--- src/rtl/reg_bus_responder_if.sv ---
// Register bus request/response channel bundle between initiator and responder.
// Latency: none, wires only.
// Backpressure: valid/ready on both request and response channels.
interface reg_bus_responder_if #(
    parameter int ADDR_W = 8,
    parameter int DATA_W = 32
);
    logic                  req_valid;
    logic                  req_ready;
    logic                  req_write;
    logic [ADDR_W-1:0]     req_addr;
    logic [DATA_W-1:0]     req_wdata;
    logic [DATA_W/8-1:0]   req_wstrb;
    logic                  rsp_valid;
    logic                  rsp_ready;
    logic [DATA_W-1:0]     rsp_rdata;
    logic                  rsp_err;

    modport master (
        output req_valid, req_write, req_addr, req_wdata, req_wstrb, rsp_ready,
        input  req_ready, rsp_valid, rsp_rdata, rsp_err
    );

    modport slave (
        input  req_valid, req_write, req_addr, req_wdata, req_wstrb, rsp_ready,
        output req_ready, rsp_valid, rsp_rdata, rsp_err
    );
endinterface

--- src/rtl/reg_bus_responder.sv ---
// Register bus responder: single-beat read/write against an internal register file; rsp_err via REG_BUS_RESP_ERR_EN.
// Latency: accept at edge N, service in the following cycle, response valid from edge N+1 (sampled at N+2).
// Backpressure: one transaction outstanding; req_ready low until the response handshake completes.
module reg_bus_responder #(
    parameter int ADDR_W = 8,
    parameter int DATA_W = 32,
    parameter int DEPTH  = 16
) (
    input  logic                 clk,
    input  logic                 rst_n,
    reg_bus_responder_if.slave   bus
);
    localparam int              NB     = DATA_W / 8;
    localparam int              IDX_W  = (DEPTH > 1) ? $clog2(DEPTH) : 1;
    localparam logic [ADDR_W:0] DEPTH_L = (ADDR_W + 1)'(DEPTH);

    typedef enum logic [1:0] {
        IDLE  = 2'd0,
        READ  = 2'd1,
        WRITE = 2'd2,
        DONE  = 2'd3
    } state_t;

    state_t              state_q, state_d;
    logic [ADDR_W-1:0]   addr_q;
    logic [DATA_W-1:0]   wdata_q;
    logic [NB-1:0]       wstrb_q;
    logic [DATA_W-1:0]   rdata_q;
    logic [DATA_W-1:0]   regs_q [DEPTH];
    logic                in_range;
    logic [IDX_W-1:0]    idx;
    logic                accept;

    // Address width can exceed the register count, so compare against DEPTH with one spare bit.
    assign in_range = ({1'b0, addr_q} < DEPTH_L);
    assign idx      = addr_q[IDX_W-1:0];
    assign accept   = (state_q == IDLE) && bus.req_valid;

    // Handshake outputs decode straight from the state register.
    assign bus.req_ready = (state_q == IDLE);
    assign bus.rsp_valid = (state_q == DONE);
    assign bus.rsp_rdata = rdata_q;

`ifdef REG_BUS_RESP_ERR_EN
    logic err_q;
    assign bus.rsp_err = err_q;

    // Error flag is captured in the service cycle and held through DONE.
    always_ff @(posedge clk or negedge rst_n) begin
        if (!rst_n) begin
            err_q <= 1'b0;
        end else if (state_q == READ || state_q == WRITE) begin
            err_q <= !in_range;
        end
    end
`else
    assign bus.rsp_err = 1'b0;
`endif

    // State register.
    always_ff @(posedge clk or negedge rst_n) begin
        if (!rst_n) begin
            state_q <= IDLE;
        end else begin
            state_q <= state_d;
        end
    end

    // Next-state: one cycle of service, then wait in DONE for the initiator.
    always_comb begin
        state_d = state_q;
        case (state_q)
            IDLE:    if (accept) state_d = bus.req_write ? WRITE : READ;
            READ:    state_d = DONE;
            WRITE:   state_d = DONE;
            DONE:    if (bus.rsp_ready) state_d = IDLE;
            default: state_d = IDLE;
        endcase
    end

    // Request fields are captured only on acceptance; later changes on req_* are ignored.
    always_ff @(posedge clk or negedge rst_n) begin
        if (!rst_n) begin
            addr_q  <= '0;
            wdata_q <= '0;
            wstrb_q <= '0;
        end else if (accept) begin
            addr_q  <= bus.req_addr;
            wdata_q <= bus.req_wdata;
            wstrb_q <= bus.req_wstrb;
        end
    end

    // Read data is registered in the service cycle and stays stable while DONE stalls.
    always_ff @(posedge clk or negedge rst_n) begin
        if (!rst_n) begin
            rdata_q <= '0;
        end else if (state_q == READ) begin
            rdata_q <= in_range ? regs_q[idx] : '0;
        end else if (state_q == WRITE) begin
            rdata_q <= '0;
        end
    end

    // Register file: byte-lane masked writes, out-of-range writes dropped.
    always_ff @(posedge clk or negedge rst_n) begin
        if (!rst_n) begin
            for (int i = 0; i < DEPTH; i++) begin
                regs_q[i] <= '0;
            end
        end else if (state_q == WRITE && in_range) begin
            for (int b = 0; b < NB; b++) begin
                if (wstrb_q[b]) begin
                    regs_q[idx][b*8 +: 8] <= wdata_q[b*8 +: 8];
                end
            end
        end
    end
endmodule

--- src/flat_wrapper.sv ---
// flat-port wrapper written by rule: the top's interface ports become plain ports
module reg_bus_responder_flat 
#(
    parameter int ADDR_W = 8,
    parameter int DATA_W = 32,
    parameter int DEPTH  = 16
)
  (clk, rst_n, bus_req_valid, bus_req_write, bus_req_addr, bus_req_wdata, bus_req_wstrb, bus_rsp_ready, bus_req_ready, bus_rsp_valid, bus_rsp_rdata, bus_rsp_err);
  reg_bus_responder_if #(.ADDR_W(ADDR_W), .DATA_W(DATA_W)) bus_i ();
  input  logic clk;
  input  logic rst_n;
  input wire logic [$bits(bus_i.req_valid)-1:0] bus_req_valid;
  input wire logic [$bits(bus_i.req_write)-1:0] bus_req_write;
  input wire logic [$bits(bus_i.req_addr)-1:0] bus_req_addr;
  input wire logic [$bits(bus_i.req_wdata)-1:0] bus_req_wdata;
  input wire logic [$bits(bus_i.req_wstrb)-1:0] bus_req_wstrb;
  input wire logic [$bits(bus_i.rsp_ready)-1:0] bus_rsp_ready;
  output wire logic [$bits(bus_i.req_ready)-1:0] bus_req_ready;
  output wire logic [$bits(bus_i.rsp_valid)-1:0] bus_rsp_valid;
  output wire logic [$bits(bus_i.rsp_rdata)-1:0] bus_rsp_rdata;
  output wire logic [$bits(bus_i.rsp_err)-1:0] bus_rsp_err;
  assign bus_i.req_valid = bus_req_valid;
  assign bus_i.req_write = bus_req_write;
  assign bus_i.req_addr = bus_req_addr;
  assign bus_i.req_wdata = bus_req_wdata;
  assign bus_i.req_wstrb = bus_req_wstrb;
  assign bus_i.rsp_ready = bus_rsp_ready;
  assign bus_req_ready = bus_i.req_ready;
  assign bus_rsp_valid = bus_i.rsp_valid;
  assign bus_rsp_rdata = bus_i.rsp_rdata;
  assign bus_rsp_err = bus_i.rsp_err;
  reg_bus_responder #(.ADDR_W(ADDR_W), .DATA_W(DATA_W), .DEPTH(DEPTH)) u_core (.clk(clk), .rst_n(rst_n), .bus(bus_i));
endmodule
--- config.mk ---
export PLATFORM = sky130hd
export DESIGN_NAME = reg_bus_responder_flat
export DESIGN_NICKNAME = d
export VERILOG_FILES = /design/src/rtl/reg_bus_responder_if.sv /design/src/rtl/reg_bus_responder.sv /design/src/flat_wrapper.sv
export SDC_FILE = /design/constraint.sdc
export NUM_CORES = 1
export LEC_CHECK = 0
export ABC_AREA = 0
export BUFFER_PORTS_ARGS = -buffer_cell sky130_fd_sc_hd__clkbuf_2
export CAP_MARGIN = 20
export CORE_UTILIZATION = 62
export DETAILED_ROUTE_END_ITERATION = 6
export PLACE_DENSITY = 0.8
export SYNTH_ARGS = -nofsm -noshare
export SYNTH_HDL_FRONTEND = slang
export SYNTH_SLANG_ARGS = --single-unit
--- constraint.sdc ---
create_clock -name clk -period 2.2 [get_ports clk]
set_input_delay 0 -clock clk [delete_from_list [all_inputs] [get_ports clk]]
set_output_delay 0 -clock clk [all_outputs]
set_load 0.01 [all_outputs]
==> metrics.txt <==
final std cells w/o fill 2397; worst hold path class input port to register; clk buf depth 3; Bufs and invs on worst path 0; Final Max Slew Viols 0; die width 207 um; 1st-iter DRT viols 1445; Yosys Warn Count 0; antenna cell count 0; Tot GR Track Use 29.3%; flops & latches, synth 590; post-synth cell types 35; commonest cells in the netlist dfrtp_1 (590), mux2_2 (541), mux4_2 (95); Synth area leaders dfrtp_1 (57%), mux2_2 (23%), mux4_2 (8.3%); critical path cell sequence nor4_2 > nand2_1 > mux2_1; Slew HR 50.1%; syn avg cell area 15.6 sq um; Seq/Total Area, Yosys 56.9%; syn_nets 1716; violated checks design-rule violations, negative setup slack; clk slew on worst S/H paths 0.06 ns; most frequent cell after synthesis dfrtp_1; dpl cells 2246; io pins 84; Max VDD drop 1.08 mV; Synth Instances 1662; share of the synthesized area in the top cell type 56.9%; status finished, violations left; Synth area leader dfrtp_1; NumNets Final 1879; fmax 0.438 GHz; crit end category register; Area Overhead vs Synth 15.4%; drt wl/cell 25.1 um; critical path type register to register; total die area 0.0427 sq mm; Placeable Area 0.0410 sq mm; Vert. Die Dim 207 um; Critical Path RT 2.70 ns; Crit. path cell count 3; Tot Pwr 32.9 mW; Final ANT Viol Nets 0; global route overflow 0; Leakage 14.9 nW; RSZ-0062 raised after global routing yes; Worst path slowest cell nor4_2; Root Buffer clkbuf_16; Worst EP arrival 2.78 ns; EDFF count, synth 0; PwrDens 1100 mW/mm^2; post-layout min period 2.28 ns; CP delay by family, top simple AND/OR/NAND/NOR gates; pre-CTS setup slack 0.000431 ns; largest net degree at the start of global routing 89; initial antenna violation count 0; critical path's largest stage delay 0.71 ns; number of max-cap violations 0; Setup Skew 0.0200 ns; CTS tree yes; Total Neg Setup Slack -0.445 ns; CTS buffer count 59; CP Launch Type register; asr flop ratio synth 100%; Initial Utilization 63.2%; clock tree sinks 590; Tcrit/Tclk final 104%; final worst slack -0.0823 ns; Reg2Reg Depth 3; worst slew pin tran 0.743 ns; IO Port Bufs 82; worst hold path cell count 4; gpl congestion 0.846; CP Max Fanout 12; Setup violations, final 11; deepest level of the CTS H-tree 2; mean number of vias per cell 6.38; Final Hold Viols 0; synthesized area 0.0259 sq mm; layout cells sized above 1 50.6%; number of global-route vias before repair 16200; Worst-Skew Late Latency 0.61 ns; dpl hpwl 36300 um; num rows 74; first-pass GRT wire length 93400 um; DR pass1 iterations 7; Residual DRC 8; Post-Route WL 60100 um; routed vias 15300; top_reg_cell synth dfrtp_1
==> layout make-up <==
type,count,area (sq um)
inverters,5,18.8
multi-input cells,967,10800
fillers,2563,11100
flip-flops and latches,590,14800
repair buffers,202,1750
clock buffers,89,1790
well taps,532,666
clock inverters,12,163
==> layer usage <==
metal	track usage [%]	routed length, um	vias up
met5	0	0	-
met4	8.72	1270	0
met3	4.54	3200	90
met2	48.0	29500	424
met1	40.9	26200	8219
li1	-	-	6568
==> sequential cells by signal, indices dropped and copies added, names as in the netlist <==
register,count
u_core.bus.rsp_rdata,32
u_core.wdata_q,32
u_core.regs_q,512
u_core.addr_q,8
u_core.wstrb_q,4
u_core.state_q,2
==> stage by stage <==
step | utilization (%) | hold slack [ns] | area (sq um)
floorplan | - | -0.296 | 25900
global placement | 66.8 | 0.0175 | 27400
detailed placement | 66.8 | 0.0190 | 27400
CTS | 72.8 | 0.0356 | 29900
global route | 72.9 | 0.0633 | 29900
finish | 72.9 | 0.0551 | 29900
==> where the power goes <==
part | total (mW) | switching (mW) | internal (mW)
sequential | 14.9 | 2.33 | 12.6
clock | 10.1 | 4.05 | 6.02
combinational | 7.93 | 3.96 | 3.97
total | 32.9 | 10.3 | 22.6
==> timing repair <==
action                                  CTS  global route
endpoints found under the setup margin    3           250
buffers inserted                          0             0
pin swaps                                 0             0
endpoints found under the hold margin   636             0
hold buffers                             50             0
resized for setup                         2            12
==> cell families (layout without fill, tap and decap cells) <==
kind of cell	after synthesis	after routing	share of synthesized area, %
adder cells (fa/ha/maj)	5	5	0.241
other	1	1	0.0145
buffers and inverters	105	308	1.87
multiplexers	717	717	35.0
AO/OA/AOI/OAI	101	101	3.17
AND/OR/NAND/NOR	143	143	2.82
flip-flops	590	590	56.9
==> cell usage in the layout, fill, tap and decap left out, types with 4 or more instances in the layout <==
| cell type | synthesis | final |
|---|---|---|
| nand2_1 | 63 | 54 |
| bufinv_16 | 0 | 4 |
| clkbuf_1 | 56 | 12 |
| mux4_2 | 95 | 95 |
| and3_1 | 4 | 4 |
| nand2_2 | 40 | 49 |
| mux2_1 | 18 | 18 |
| clkbuf_2 | 0 | 81 |
| o211ai_1 | 31 | 31 |
| buf_4 | 5 | 47 |
| mux2_2 | 541 | 541 |
| dfrtp_1 | 590 | 587 |
| ha_1 | 5 | 5 |
| clkinv_2 | 0 | 7 |
| clkbuf_16 | 0 | 61 |
| dlygate4sd3_1 | 0 | 49 |
| nor2_1 | 11 | 8 |
| nand2b_1 | 4 | 4 |
| a222oi_1 | 28 | 28 |
| inv_1 | 5 | 5 |
| clkbuf_8 | 0 | 16 |
| nor3_2 | 6 | 5 |
| a22oi_1 | 33 | 33 |
| buf_12 | 0 | 23 |
| mux2i_1 | 63 | 63 |
==> path summary, 6_finish.rpt <==
path	start	to	slack (ns)
max	u_core.addr_q[1]	u_core.regs_q[480]	-0.08
min	bus_req_valid	u_core.wdata_q[3]	0.06
max reg2reg	u_core.addr_q[1]	u_core.regs_q[480]	-0.08
min reg2reg	u_core.regs_q[387]	u_core.regs_q[387]	0.48
max in group asynchronous	rst_n	u_core.regs_q[250]	1.54
min in group asynchronous	rst_n	u_core.regs_q[44]	0.16
==> worst reg2reg max path: stages (launching register included) <==
cell and delay (ns):
dfrtp_4 0.57, nor4_2 0.71, nand2_1 0.46, mux2_1 0.43
Note: power is estimated with default switching activity, not from simulation.
